$ cat src/rtl/filterbank_msg_sender.sv
`default_nettype none
// +--------------------------------------------------------------------------+
// | filterbank_msg_sender: buffers N*FLTLEN signed taps and streams them as  |
// | a header word plus one word per tap. Optional FILTERBANK_MSG_CHECKSUM_EN |
// | appends a checksum word. Rev 1.0                                         |
// +--------------------------------------------------------------------------+
module filterbank_msg_sender #(
  parameter int N         = 4,
  parameter int FLTLEN    = 2,
  parameter int LOG_NTAPS = 3,
  parameter int TAP_WIDTH = 16,
  parameter int MSG_WIDTH = 32,
  parameter int GAP       = 0
) (
  input  logic                 clk,
  input  logic                 rst,
  input  logic [TAP_WIDTH-1:0] in_tap,
  input  logic                 in_tap_nd,
  input  logic                 start,
  output logic [MSG_WIDTH-1:0] out_msg,
  output logic                 out_msg_nd,
  output logic                 busy,
  output logic                 done,
  output logic                 error
);

  localparam int NTAPS = N * FLTLEN;
  localparam int PW    = LOG_NTAPS + 1;
  localparam int GW    = (GAP > 0) ? $clog2(GAP + 1) : 1;

`ifdef FILTERBANK_MSG_CHECKSUM_EN
  localparam int NWORDS = NTAPS + 2;
  typedef enum logic [2:0] {
    S_IDLE = 3'd0, S_HDR = 3'd1, S_TAPS = 3'd2, S_WAIT = 3'd3, S_CSUM = 3'd4
  } state_t;
`else
  localparam int NWORDS = NTAPS + 1;
  typedef enum logic [1:0] {
    S_IDLE = 2'd0, S_HDR = 2'd1, S_TAPS = 2'd2, S_WAIT = 2'd3
  } state_t;
`endif

  state_t                       state_q, state_d;
  logic [PW-1:0]                wr_ptr_q, wr_ptr_d;
  logic [PW-1:0]                cnt_q, cnt_d;
  logic [GW-1:0]                gap_q, gap_d;
  logic [MSG_WIDTH-1:0]         out_msg_q, out_msg_d;
  logic                         out_nd_q, out_nd_d;
  logic                         done_q, done_d;
  logic                         error_q, error_d;
  logic signed [TAP_WIDTH-1:0]  tap_mem_q [NTAPS];
  logic                         tap_wr;
  logic                         emit_next;
  logic                         full;
  logic                         busy_w;
  logic [MSG_WIDTH-2:0]         tap_ext;
`ifdef FILTERBANK_MSG_CHECKSUM_EN
  logic [MSG_WIDTH-2:0]         csum_q, csum_d;
`endif

  function automatic logic [MSG_WIDTH-2:0] sext(input logic signed [TAP_WIDTH-1:0] t);
    return (MSG_WIDTH-1)'(t);
  endfunction

  always_comb begin
    state_d   = state_q;
    wr_ptr_d  = wr_ptr_q;
    cnt_d     = cnt_q;
    gap_d     = gap_q;
    out_msg_d = out_msg_q;
    out_nd_d  = 1'b0;
    done_d    = 1'b0;
    error_d   = error_q;
    tap_wr    = 1'b0;
    emit_next = 1'b0;
`ifdef FILTERBANK_MSG_CHECKSUM_EN
    csum_d    = csum_q;
`endif
    full    = (wr_ptr_q == PW'(NTAPS));
    busy_w  = (state_q != S_IDLE);
    tap_ext = sext(tap_mem_q[cnt_q[LOG_NTAPS-1:0]]);

    if (in_tap_nd) begin
      if (busy_w || full) begin
        error_d = 1'b1;
      end else begin
        tap_wr   = 1'b1;
        wr_ptr_d = wr_ptr_q + PW'(1);
      end
    end
    if (start && (busy_w || !full)) error_d = 1'b1;

    // cnt_q is the index of the word currently on out_msg (0 = header)
    case (state_q)
      S_IDLE: begin
        if (start && full) begin
          state_d   = S_HDR;
          cnt_d     = '0;
          out_msg_d = {1'b1, (MSG_WIDTH-1)'(NTAPS)};
          out_nd_d  = 1'b1;
`ifdef FILTERBANK_MSG_CHECKSUM_EN
          csum_d    = '0;
`endif
        end
      end
      S_WAIT: begin
        if (gap_q == '0) emit_next = 1'b1;
        else             gap_d = gap_q - GW'(1);
      end
      default: begin
        if (cnt_q == PW'(NWORDS - 1)) begin
          state_d  = S_IDLE;
          done_d   = 1'b1;
          wr_ptr_d = '0;
        end else if (GAP == 0) begin
          emit_next = 1'b1;
        end else begin
          state_d = S_WAIT;
          gap_d   = GW'(GAP - 1);
        end
      end
    endcase

    if (emit_next) begin
      cnt_d    = cnt_q + PW'(1);
      out_nd_d = 1'b1;
      if (cnt_q < PW'(NTAPS)) begin
        state_d   = S_TAPS;
        out_msg_d = {1'b0, tap_ext};
`ifdef FILTERBANK_MSG_CHECKSUM_EN
        csum_d    = csum_q + tap_ext;
      end else begin
        state_d   = S_CSUM;
        out_msg_d = {1'b0, csum_q};
`endif
      end
    end
  end

  always_ff @(posedge clk) begin
    if (rst) begin
      state_q   <= S_IDLE;
      wr_ptr_q  <= '0;
      cnt_q     <= '0;
      gap_q     <= '0;
      out_msg_q <= '0;
      out_nd_q  <= 1'b0;
      done_q    <= 1'b0;
      error_q   <= 1'b0;
`ifdef FILTERBANK_MSG_CHECKSUM_EN
      csum_q    <= '0;
`endif
    end else begin
      state_q   <= state_d;
      wr_ptr_q  <= wr_ptr_d;
      cnt_q     <= cnt_d;
      gap_q     <= gap_d;
      out_msg_q <= out_msg_d;
      out_nd_q  <= out_nd_d;
      done_q    <= done_d;
      error_q   <= error_d;
`ifdef FILTERBANK_MSG_CHECKSUM_EN
      csum_q    <= csum_d;
`endif
    end
  end

  // Tap storage needs no reset; contents only matter once the pointer says full.
  always_ff @(posedge clk) begin
    if (tap_wr) tap_mem_q[wr_ptr_q[LOG_NTAPS-1:0]] <= in_tap;
  end

  assign out_msg    = out_msg_q;
  assign out_msg_nd = out_nd_q;
  assign busy       = busy_w;
  assign done       = done_q;
  assign error      = error_q;

endmodule
`default_nettype wire

$ cat config.mk
export PLATFORM = sky130hd
export DESIGN_NAME = filterbank_msg_sender
export DESIGN_NICKNAME = d
export VERILOG_FILES = /design/src/rtl/filterbank_msg_sender.sv
export SDC_FILE = /design/constraint.sdc
export NUM_CORES = 1
export LEC_CHECK = 0
export ABC_CLOCK_PERIOD_IN_PS = 3400
export BUFFER_PORTS_ARGS = -buffer_cell sky130_fd_sc_hd__buf_2
export CORE_MARGIN = 1.5
export CORE_UTILIZATION = 30
export CTS_BUF_LIST = sky130_fd_sc_hd__clkbuf_8
export DETAILED_ROUTE_END_ITERATION = 10
export GPL_TIMING_DRIVEN = 0
export PLACE_DENSITY_LB_ADDON = 0.3
export SETUP_SLACK_MARGIN = 0.3
export SYNTH_ARGS = -nofsm -noshare
export SYNTH_HDL_FRONTEND = slang
export SYNTH_SLANG_ARGS = --single-unit
$ cat constraint.sdc
create_clock -name clk -period 3.4 [get_ports clk]
set_input_delay 0.34 -clock clk [delete_from_list [all_inputs] [get_ports clk]]
set_output_delay 0.34 -clock clk [all_outputs]
set_load 0.02 [all_outputs]
==> results.cfg, run 1 <==
[pwr]
p_per_area_nw_per_um2 = 505.7
p_sw_frac = 0.2150
seqPwrFrac = 0.603
p_leak_nw = 2.821
clock_power_share = 0.367
power.share.combinational = 0.030
p_sw_uw = 839.0
max-vdd-ir-drop_uv = 178.9
p_int_mw = 3.064

[timing]
skew_ps = 10.73
holdWs_ps = 147.5
finalMaxSlewViolations = 0
rsz0062_at_grt = no
tightest_slew_ps = 892.3
setup_violations = 0
clock.fmax_mhz = 354.5
fin_crit_ps = 2821
maxSlewHeadroom = 0.4019
hold_viol = 0
fin_crit_sh = 0.8297
setup_slack_ps = 578.9

[floorplan]
die-area_sq_um = 22590
initial_utilization = 0.3077
ioPinCount = 56
num_rows = 53
core_sq_um = 21150
die_y_um = 150.3
die_x_um = 150.3

[critical_path]
worstSetupStartpointType = flop
crit_path_max_incr_delay_ps = 710
required_ps = 3560
ff2ff_setup_slack_ps = 580
crit_type = flop to flop
cp_cell_sequence = inv_1, ha_1, and3b_1, buf_2, or3_1, nor3_2, buf_6
critPathMaxFanout = 9
cpMaxStageDelayCell = nor3_2
worstSetupEndpointType = flop
worstPathArrival_ps = 2990

[detailed_routing]
detail-route-antenna-nets = 0
drt_iter0_markers = 226
first_pass_iters = 4
viasPerCell = 4.649
num_vias = 3422
wl_um = 13050
drc = 0
wire_per_inst_um = 17.74

[place]
placed_cells = 704
io_buffers = 55
place_ws_ps = 550.5
dp_hpwl_um = 9047
gp_congestion = 0.7155

[synthesis]
synth-main-ff-cell = edfxtp_1
async_flop_share = 0
synth_nets = 392
yosys_warnings = 0
syn_inst = 365
syn_area_sq_um = 6509
synth.avg_cell_area_sq_um = 17.83
synth_edf_count = 128
ys_seq_elements = 176
ys_types = 39
synth-seq-area-share = 0.7382

[global_routing]
grt_usage = 0.1255
grt_pass1_wl_um = 20260
grt_pass1_vias = 3588
grt_max_degree = 17
antenna_found_initial = 1
grt_overflow_total = 0

[final_layout]
diodes = 0
nNetsFinal = 475
finalNonFillerCells = 736
drive_gt1_frac = 0.3384
synthToLayoutAreaGrowth_pct = 18.59

[clocking]
clk-insertion-delay-late_ps = 460
clkTransAtPathRegs_ps = 90
clockBufferDepth = 2
cts_inserted_buffers = 17
cts.sinks = 176
ctsRootBufferMaster = clkbuf_8
post_cts_resized = 0
hold_buffers = 0
htreeDepth = 4
cts_tree = built
cts_setup_buffers = 0

[hold_path]
hold_class = input port to flop

[run_status]
status = finished clean

[flow_run]
cap_violations = 0
-- worst max-delay path, delay by kind of cell, from the launching register on --
family / cells / cell delay [ps]
buf+inv: 3 / 540
fa+ha+maj: 1 / 200
flops: 1 / 500
simple gates: 3 / 1280
-- cell families after synthesis --
kind of cell               synth area share
muxes                                0.1138
AOI/OAI and AO/OA                   0.05902
DFF                                  0.7382
adders and majority gates           0.01346
and+or+nand+nor                     0.05306
buffers and inverters               0.01980
xor gates and xnor gates           0.002692
-- placed cells by master, fill, tap and decap left out, types with 2 or more instances in the layout --
cell        count
o21ai_0         2
clkinvlp_4      6
buf_8           3
mux2i_1         2
a22oi_1        14
nand3_1         4
mux4_2         32
nand2_1        34
a21oi_1         4
nor3_1          3
a211oi_1        4
nor3_2          2
buf_6           6
clkbuf_8       18
nor2_1         10
clkbuf_1        3
inv_1           9
buf_16          3
inv_6           3
ha_1            7
xnor2_1         2
a21o_1         16
bufinv_16       2
nand2b_1        2
edfxtp_1      128
dfxtp_1        48
or3_1           2
nor2_2          6
buf_2          65
-- metal layers --
metal,part of all wire,up-vias,wire (um),global-route usage
met1,0.41,1753,5333,0.1412
met4,0.016,2,215,0.04608
met3,0.050,13,651,0.04212
met2,0.52,63,6838,0.2202
li1,-,1591,-,-
met5,0.0010,-,13,0
-- power groups by stage --
stage / clock (mW) / sequential (mW) / combinational, mW
3_3_place_gp: 0 / 2.40 / 0.104
2_1_floorplan: 0 / 2.40 / 0.0535
6_report: 1.43 / 2.35 / 0.119
5_1_grt: 1.57 / 2.36 / 0.131
3_5_place_dp: 0 / 2.40 / 0.121
4_1_cts: 1.48 / 2.35 / 0.121
-- flip-flops by register name (all words and copies together), names as in the netlist, named ones only --
name	count
out_msg_nd	1
error	1
cnt_q	4
tap_mem_q	128
state_q	2
wr_ptr_q	4
done	1
out_msg	32
-- area by class of cell --
class / count / area [sq um]
Fill cell: 1974 / 13440
Clock inverter: 14 / 156.4
Timing Repair Buffer: 64 / 436.7
Tap cell: 275 / 344.1
Clock buffer: 18 / 247.7
Inverter: 9 / 33.78
Buffer: 16 / 95.09
Sequential cell: 176 / 4805
Multi-Input combinational cell: 164 / 1600
-- final timing paths --
| check | to | cells after the start | start |
|---|---|---|---|
| setup / recovery | tap_mem_q[0][6] | 7 | wr_ptr_q[0] |
| hold / removal | tap_mem_q[7][5] | 1 | in_tap[5] |
| setup reg to reg | tap_mem_q[0][6] | 7 | wr_ptr_q[0] |
| hold reg to reg | out_msg[10] | 2 | out_msg[10] |
-- stage by stage --
step | total power, mW | setup TNS (ps) | area (sq um) | utilization
2_1_floorplan | 2.455 | 0 | 6509 | -
3_3_place_gp | 2.506 | -19100 | 7128 | 0.3370
3_5_place_dp | 2.524 | 0 | 7315 | 0.3458
4_1_cts | 3.956 | 0 | 7719 | 0.3649
5_1_grt | 4.060 | 0 | 7719 | 0.3649
6_report | 3.903 | 0 | 7719 | 0.3649
-- synth_stat cells (3+ instances only) --
master / count / area (sq um)
edfxtp_1: 128 / 3844
dfxtp_1: 48 / 960.9
nand2_1: 34 / 127.6
mux4_2: 32 / 720.7
a21o_1: 16 / 120.1
nor2_1: 16 / 60.06
a22oi_1: 14 / 105.1
buf_2: 10 / 50.05
inv_1: 9 / 33.78
ha_1: 7 / 87.58
nor3_1: 5 / 25.02
a211oi_1: 4 / 30.03
a21oi_1: 4 / 20.02
nand3_1: 4 / 20.02
buf_6: 3 / 33.78
clkbuf_1: 3 / 11.26
No activity file was read; power rests on OpenSTA's default activity.
==> run 2, diff against run 1 <==
--- a/config.mk
+++ b/config.mk
@@ -5,7 +5,8 @@
 export SDC_FILE = /design/constraint.sdc
 export NUM_CORES = 1
 export LEC_CHECK = 0
-export ABC_CLOCK_PERIOD_IN_PS = 3400
+export ABC_AREA = 1
+export ABC_CLOCK_PERIOD_IN_PS = 2600
 export BUFFER_PORTS_ARGS = -buffer_cell sky130_fd_sc_hd__buf_2
 export CORE_MARGIN = 1.5
 export CORE_UTILIZATION = 30
==> constraint.sdc (replaced) <==
create_clock -name clk -period 2.6 [get_ports clk]
set_input_delay 0.26 -clock clk [delete_from_list [all_inputs] [get_ports clk]]
set_output_delay 0.26 -clock clk [all_outputs]
set_load 0.02 [all_outputs]
==> run 2 against run 1 <==
  * Clock power increased by 31%
  * Synthesized cell count is 76% higher
  * Critical path depth rose by 1
  * Clock skew is 4.9 ps higher
  * Design area is 5.5% higher
  * Count of clock-buffer cells in the layout shrank 1
  * Register-to-register slack got worse by 120 ps
  * Critical endpoint is now tap_mem_q[5][12]
  * Sequential power is 31% higher
  * Total power rose by 31%
  * First-iteration DRC count grew 63%
  * Via count is 36% higher
  * Sequential share of layout area is 3.3 points lower
==> results.cfg, run 2 <==
[detailed_routing]
num_vias = 4660
routed-wl-met2_um = 7527
viasPerCell = 4.569
detail-route-antenna-nets = 0
wl_met3_um = 964
drt_iter0_markers = 369
wl_um = 16230
drc = 0
wire_per_inst_um = 15.91
first_pass_iters = 5
top_layer_used = met4
wl_met1_um = 7578

[global_routing]
antenna_found_initial = 0
grt_overflow_total = 0
grt_pass1_wl_um = 24970
grt_usage = 0.1383
grt_pass1_vias = 4452
grt_max_degree = 17

[timing]
fin_crit_sh = 0.8244
rsz0062_at_grt = no
maxSlewHeadroom = 0.4849
hold_viol = 0
fin_crit_ps = 2143
finalMaxSlewViolations = 0
setup_slack_ps = 456.6
holdWs_ps = 55.81
clock.fmax_mhz = 466.6
tns_ps = 0
tightest_slew_ps = 771.7
skew_ps = 15.62
setup_violations = 0

[clocking]
htreeDepth = 4
clockBufferDepth = 2
ctsRootBufferMaster = clkbuf_8
cts_tree = built
cts_inserted_buffers = 17
clk-insertion-delay-late_ps = 460
cts.sinks = 176
clkTransAtPathRegs_ps = 90

[floorplan]
core_sq_um = 22710
die_y_um = 155.5
die_x_um = 155.5
num_rows = 55
ioPinCount = 56
die-area_sq_um = 24170
initial_utilization = 0.3071

[pwr]
p_sw_frac = 0.2127
p_int_mw = 4.033
seqPwrFrac = 0.599
total_power_mw = 5.122
clock_power_share = 0.367
p_leak_nw = 3.303
p_per_area_nw_per_um2 = 628.9
max-vdd-ir-drop_uv = 296.1
p_sw_mw = 1.090
power.share.combinational = 0.034

[flow_run]
cap_violations = 0

[synthesis]
synth_most_common_cell = nand2_1
syn_area_sq_um = 6973
synth-main-ff-cell = edfxtp_1
yosys_warnings = 0
yosys-top-cells-area = edfxtp_1 (55%), dfxtp_1 (14%), nand2_1 (12%)
syn_inst = 642
synth.avg_cell_area_sq_um = 10.86
ys_seq_elements = 176
synth_nets = 669
yosys.area.top_type = edfxtp_1
synth-seq-area-share = 0.6890
ys_types = 27
synth_edf_count = 128
async_flop_share = 0
synth_top_area_frac = 0.5512
synthTopCellsByCount = nand2_1 (216), edfxtp_1 (128), nand3_1 (108)

[final_layout]
drive_gt1_frac = 0.1850
synthToLayoutAreaGrowth_pct = 16.81
mostFrequentLayoutCells = nand2_1 (215), edfxtp_1 (128), nand3_1 (108)
largest_reg_flops = 128
nNetsFinal = 752
finalNonFillerCells = 1020
final_util = 0.3587
final_common_cell = nand2_1
diodes = 0
design_area_sq_um = 8145

[critical_path]
r2r_cells = 8
worstSetupEndpointType = flop
crit_type = flop to flop
ff2ff_setup_slack_ps = 460
worstPathArrival_ps = 2300
reg2reg_from = wr_ptr_q[1]
worstSetupStartpointType = flop
worstReg2RegEnd = tap_mem_q[5][12]
required_ps = 2760
critPathMaxFanout = 9

[place]
placed_cells = 989
io_buffers = 55
place_area_sq_um = 7716
place_ws_ps = 243.2
dp_hpwl_um = 11160
gp_congestion = 0.7441

[hold_path]
hold_depth = 2
hp-start = rst
min_to = cnt_q[3]
hold_class = input port to flop

[run_status]
status = finished clean
[run 2: what timing repair did]
item | 4_1_cts | 5_1_grt
hold buffers | 0 | 0
buffers inserted | 0 | 2
pin swaps | 0 | 2
setup endpoints to repair | 27 | 78
resized for setup | 1 | 7
[run 2: final cells by class]
cell class	count	area, sq um
fill	2269	14560
inverter	26	100.1
timing repair buffer	64	384.1
buffer	36	186.4
multi-input combinational	404	1934
clock inverter	12	145.1
sequential	176	4805
clock buffer	17	234.0
tap	285	356.6
[run 2: layer usage]
metal	vias to the layer above	track usage
met5	-	0
met4	0	0.03265
met3	11	0.03565
met2	123	0.2213
met1	2150	0.1880
li1	2376	-
[run 2: how the worst max path moves through the flow]
stage | slack [ps] | start | to | cells after the start
3_3_place_gp | -390 | wr_ptr_q[1] | tap_mem_q[3][14] | 7
4_1_cts | 220 | wr_ptr_q[1] | tap_mem_q[4][10] | 8
3_5_place_dp | 240 | wr_ptr_q[1] | tap_mem_q[4][1] | 8
5_1_grt | 320 | state_q[1] | tap_mem_q[5][12] | 8
6_report | 460 | wr_ptr_q[1] | tap_mem_q[5][12] | 8
2_1_floorplan | 430 | wr_ptr_q[1] | tap_mem_q[1][0] | 7
[run 2: logic make-up after synthesis]
group | after synthesis | synth area share
AND/OR/NAND/NOR | 381 | 0.2444
flip-flops | 176 | 0.6890
buffers and inverters | 62 | 0.04109
AO/OA/AOI/OAI | 14 | 0.01041
adder cells (fa/ha/maj) | 7 | 0.01256
XOR/XNOR | 2 | 0.002513
[run 2: power by group through the flow]
stage               clock network [mW]  logic [mW]  registers (mW)
finish                            1.88       0.175            3.07
global route                      2.03       0.196            3.07
detailed placement                   0       0.170            3.13
global placement                     0       0.153            3.13
CTS                               1.92       0.171            3.07
floorplan                            0      0.0747            3.13
[run 2: critical path, stage by stage (launching register included)]
cell,delay [ps]
dfxtp_1,400
inv_1,100
ha_1,200
nand3_1,80
nand2_1,80
nor2_2,210
nand2_1,230
nor2_4,330
buf_6,210
==> run 3, diff against run 2 <==
--- a/config.mk
+++ b/config.mk
@@ -6,7 +6,7 @@
 export NUM_CORES = 1
 export LEC_CHECK = 0
 export ABC_AREA = 1
-export ABC_CLOCK_PERIOD_IN_PS = 2600
+export ABC_CLOCK_PERIOD_IN_PS = 2200
 export BUFFER_PORTS_ARGS = -buffer_cell sky130_fd_sc_hd__buf_2
 export CORE_MARGIN = 1.5
 export CORE_UTILIZATION = 30
==> constraint.sdc (replaced) <==
create_clock -name clk -period 2.2 [get_ports clk]
set_input_delay 0.22 -clock clk [delete_from_list [all_inputs] [get_ports clk]]
set_output_delay 0.22 -clock clk [all_outputs]
set_load 0.02 [all_outputs]
==> run 3 against run 2 <==
  * Total power up 23%
  * Combinational power increased by 33%
  * Non-clock buffer count grew 5
  * Register-to-register slack got worse by 90 ps
  * Fmax is 17% higher
  * Sequential share of layout area decreased by 1.5 points
  * Utilization grew 1.0 points
  * Worst hold slack worse by 26 ps
  * First-iteration DRC count rose by 17%
  * Sequential power up 18%
  * Flip-flop and latch count did not move
  * Clock skew decreased by 2.1 ps
==> results.cfg, run 3 (synthesis gave the netlist of run 2 again) <==
[run_status]
status = finished clean

[final_layout]
mostFrequentLayoutCells = nand2_1 (213), edfxtp_1 (128), nand3_1 (108)
nNetsFinal = 757
synthToLayoutAreaGrowth_pct = 20.08
diodes = 0
drive_gt1_frac = 0.1992
finalNonFillerCells = 1028
largest_reg_flops = 128
final_common_cell = nand2_1
final_util = 0.3687

[clocking]
clk-insertion-delay-late_ps = 460
cts_tree = built
cts_inserted_buffers = 17
htreeDepth = 4
clockBufferDepth = 2
cts.sinks = 176
ctsRootBufferMaster = clkbuf_8
clkTransAtPathRegs_ps = 90

[detailed_routing]
viasPerCell = 4.694
first_pass_iters = 5
wl_um = 16590
drc = 0
detail-route-antenna-nets = 0
num_vias = 4825
wire_per_inst_um = 16.14
drt_iter0_markers = 432

[floorplan]
die_y_um = 155.5
ioPinCount = 56
die_x_um = 155.5
initial_utilization = 0.3071
num_rows = 55
die-area_sq_um = 24170
core_sq_um = 22710

[global_routing]
grt_pass1_vias = 4706
grt_max_degree = 17
grt_pass1_wl_um = 26090
antenna_found_initial = 0
grt_usage = 0.1442
grt_overflow_total = 0

[flow_run]
cap_violations = 0

[place]
io_buffers = 55
placed_cells = 982
gp_congestion = 0.7492
dp_hpwl_um = 10750

[timing]
skew_ps = 13.56
clock.fmax_mhz = 544.6
tns_ps = 0
fin_crit_ps = 1836
hold_viol = 0
setup_violations = 0
fin_crit_sh = 0.8346
tightest_slew_ps = 590.6
rsz0062_at_grt = no
maxSlewHeadroom = 0.6063
finalMaxSlewViolations = 0

[critical_path]
required_ps = 2380
worstSetupEndpointType = flop
crit_type = flop to flop
worstSetupStartpointType = flop
critPathMaxFanout = 8
worstPathArrival_ps = 2020

[pwr]
p_sw_mw = 1.278
p_sw_frac = 0.2028
p_per_area_nw_per_um2 = 752.5
max-vdd-ir-drop_uv = 357.1
total_power_mw = 6.300
p_leak_nw = 3.396
clock_power_share = 0.388
power.share.combinational = 0.037
p_int_mw = 5.023
seqPwrFrac = 0.576

[hold_path]
hold_class = input port to flop
run 3: cell types whose count changed in the layout (fill, tap and decap cells not counted), sizes merged:
cell,before,now
buf,90,93
bufinv,3,4
clkbuf,27,32
clkinv,4,2
dlygate4sd3,0,1
run 3: area by class of cell:
type / instances / area, sq um
Sequential cell: 176 / 4810
Timing Repair Buffer: 69 / 513.0
Buffer: 36 / 192.7
Clock inverter: 11 / 148.9
Tap cell: 285 / 356.6
Multi-Input combinational cell: 404 / 1959
Clock buffer: 21 / 289.0
Inverter: 26 / 103.9
Fill cell: 2228 / 14340
run 3: critical path, cell delays in order, from the launching register on:
cell and delay [ps]:
dfxtp_2 380, inv_2 60, ha_1 190, nand3_1 110, nand2_2 80, nor2_4 210, nand2_4 130, nor2_4 190
clkbuf_16 200
run 3: worst paths after layout:
kind                    start               end  slack (ps)  depth (start not counted)
setup / recovery  wr_ptr_q[1]  tap_mem_q[2][11]         360                          8
hold / removal      in_tap[3]   tap_mem_q[0][3]          30                          1
setup reg to reg  wr_ptr_q[1]  tap_mem_q[2][11]         360                          8
hold reg to reg   out_msg[19]       out_msg[19]         470                          2
run 3: layer usage:
layer / vias up / track usage / part of all wire
met5: - / 0 / 0
met4: 0 / 0.05397 / 0.019
met3: 21 / 0.03343 / 0.054
met2: 132 / 0.2207 / 0.45
met1: 2287 / 0.1991 / 0.47
li1: 2385 / - / -
run 3: power by group through the flow:
stage               Sequential [mW]  Combinational, mW  Clock, mW
floorplan                      3.70             0.0920          0
global placement               3.70              0.185          0
detailed placement             3.70              0.187          0
CTS                            3.63              0.221       2.49
global route                   3.63              0.256       2.62
finish                         3.63              0.232       2.44
run 3: metrics by stage:
stage / hold slack (ps) / worst slack [ps] / area, sq um
5_1_grt: 16.85 / 277.8 / 8373
3_5_place_dp: 461.0 / -340.5 / 7622
2_1_floorplan: 289.1 / 234.0 / 6990
4_1_cts: 4.583 / 345.6 / 8309
3_3_place_gp: 455.7 / -373.9 / 7622
6_report: 30.01 / 363.8 / 8373
run 3: repair_timing:
action,CTS,global route
cloned,0,1
pin swaps,7,4
endpoints found under the hold margin,2,0
gates resized for setup,12,11
hold buffers,1,0
setup buffers,10,2
endpoints found under the setup margin,128,112
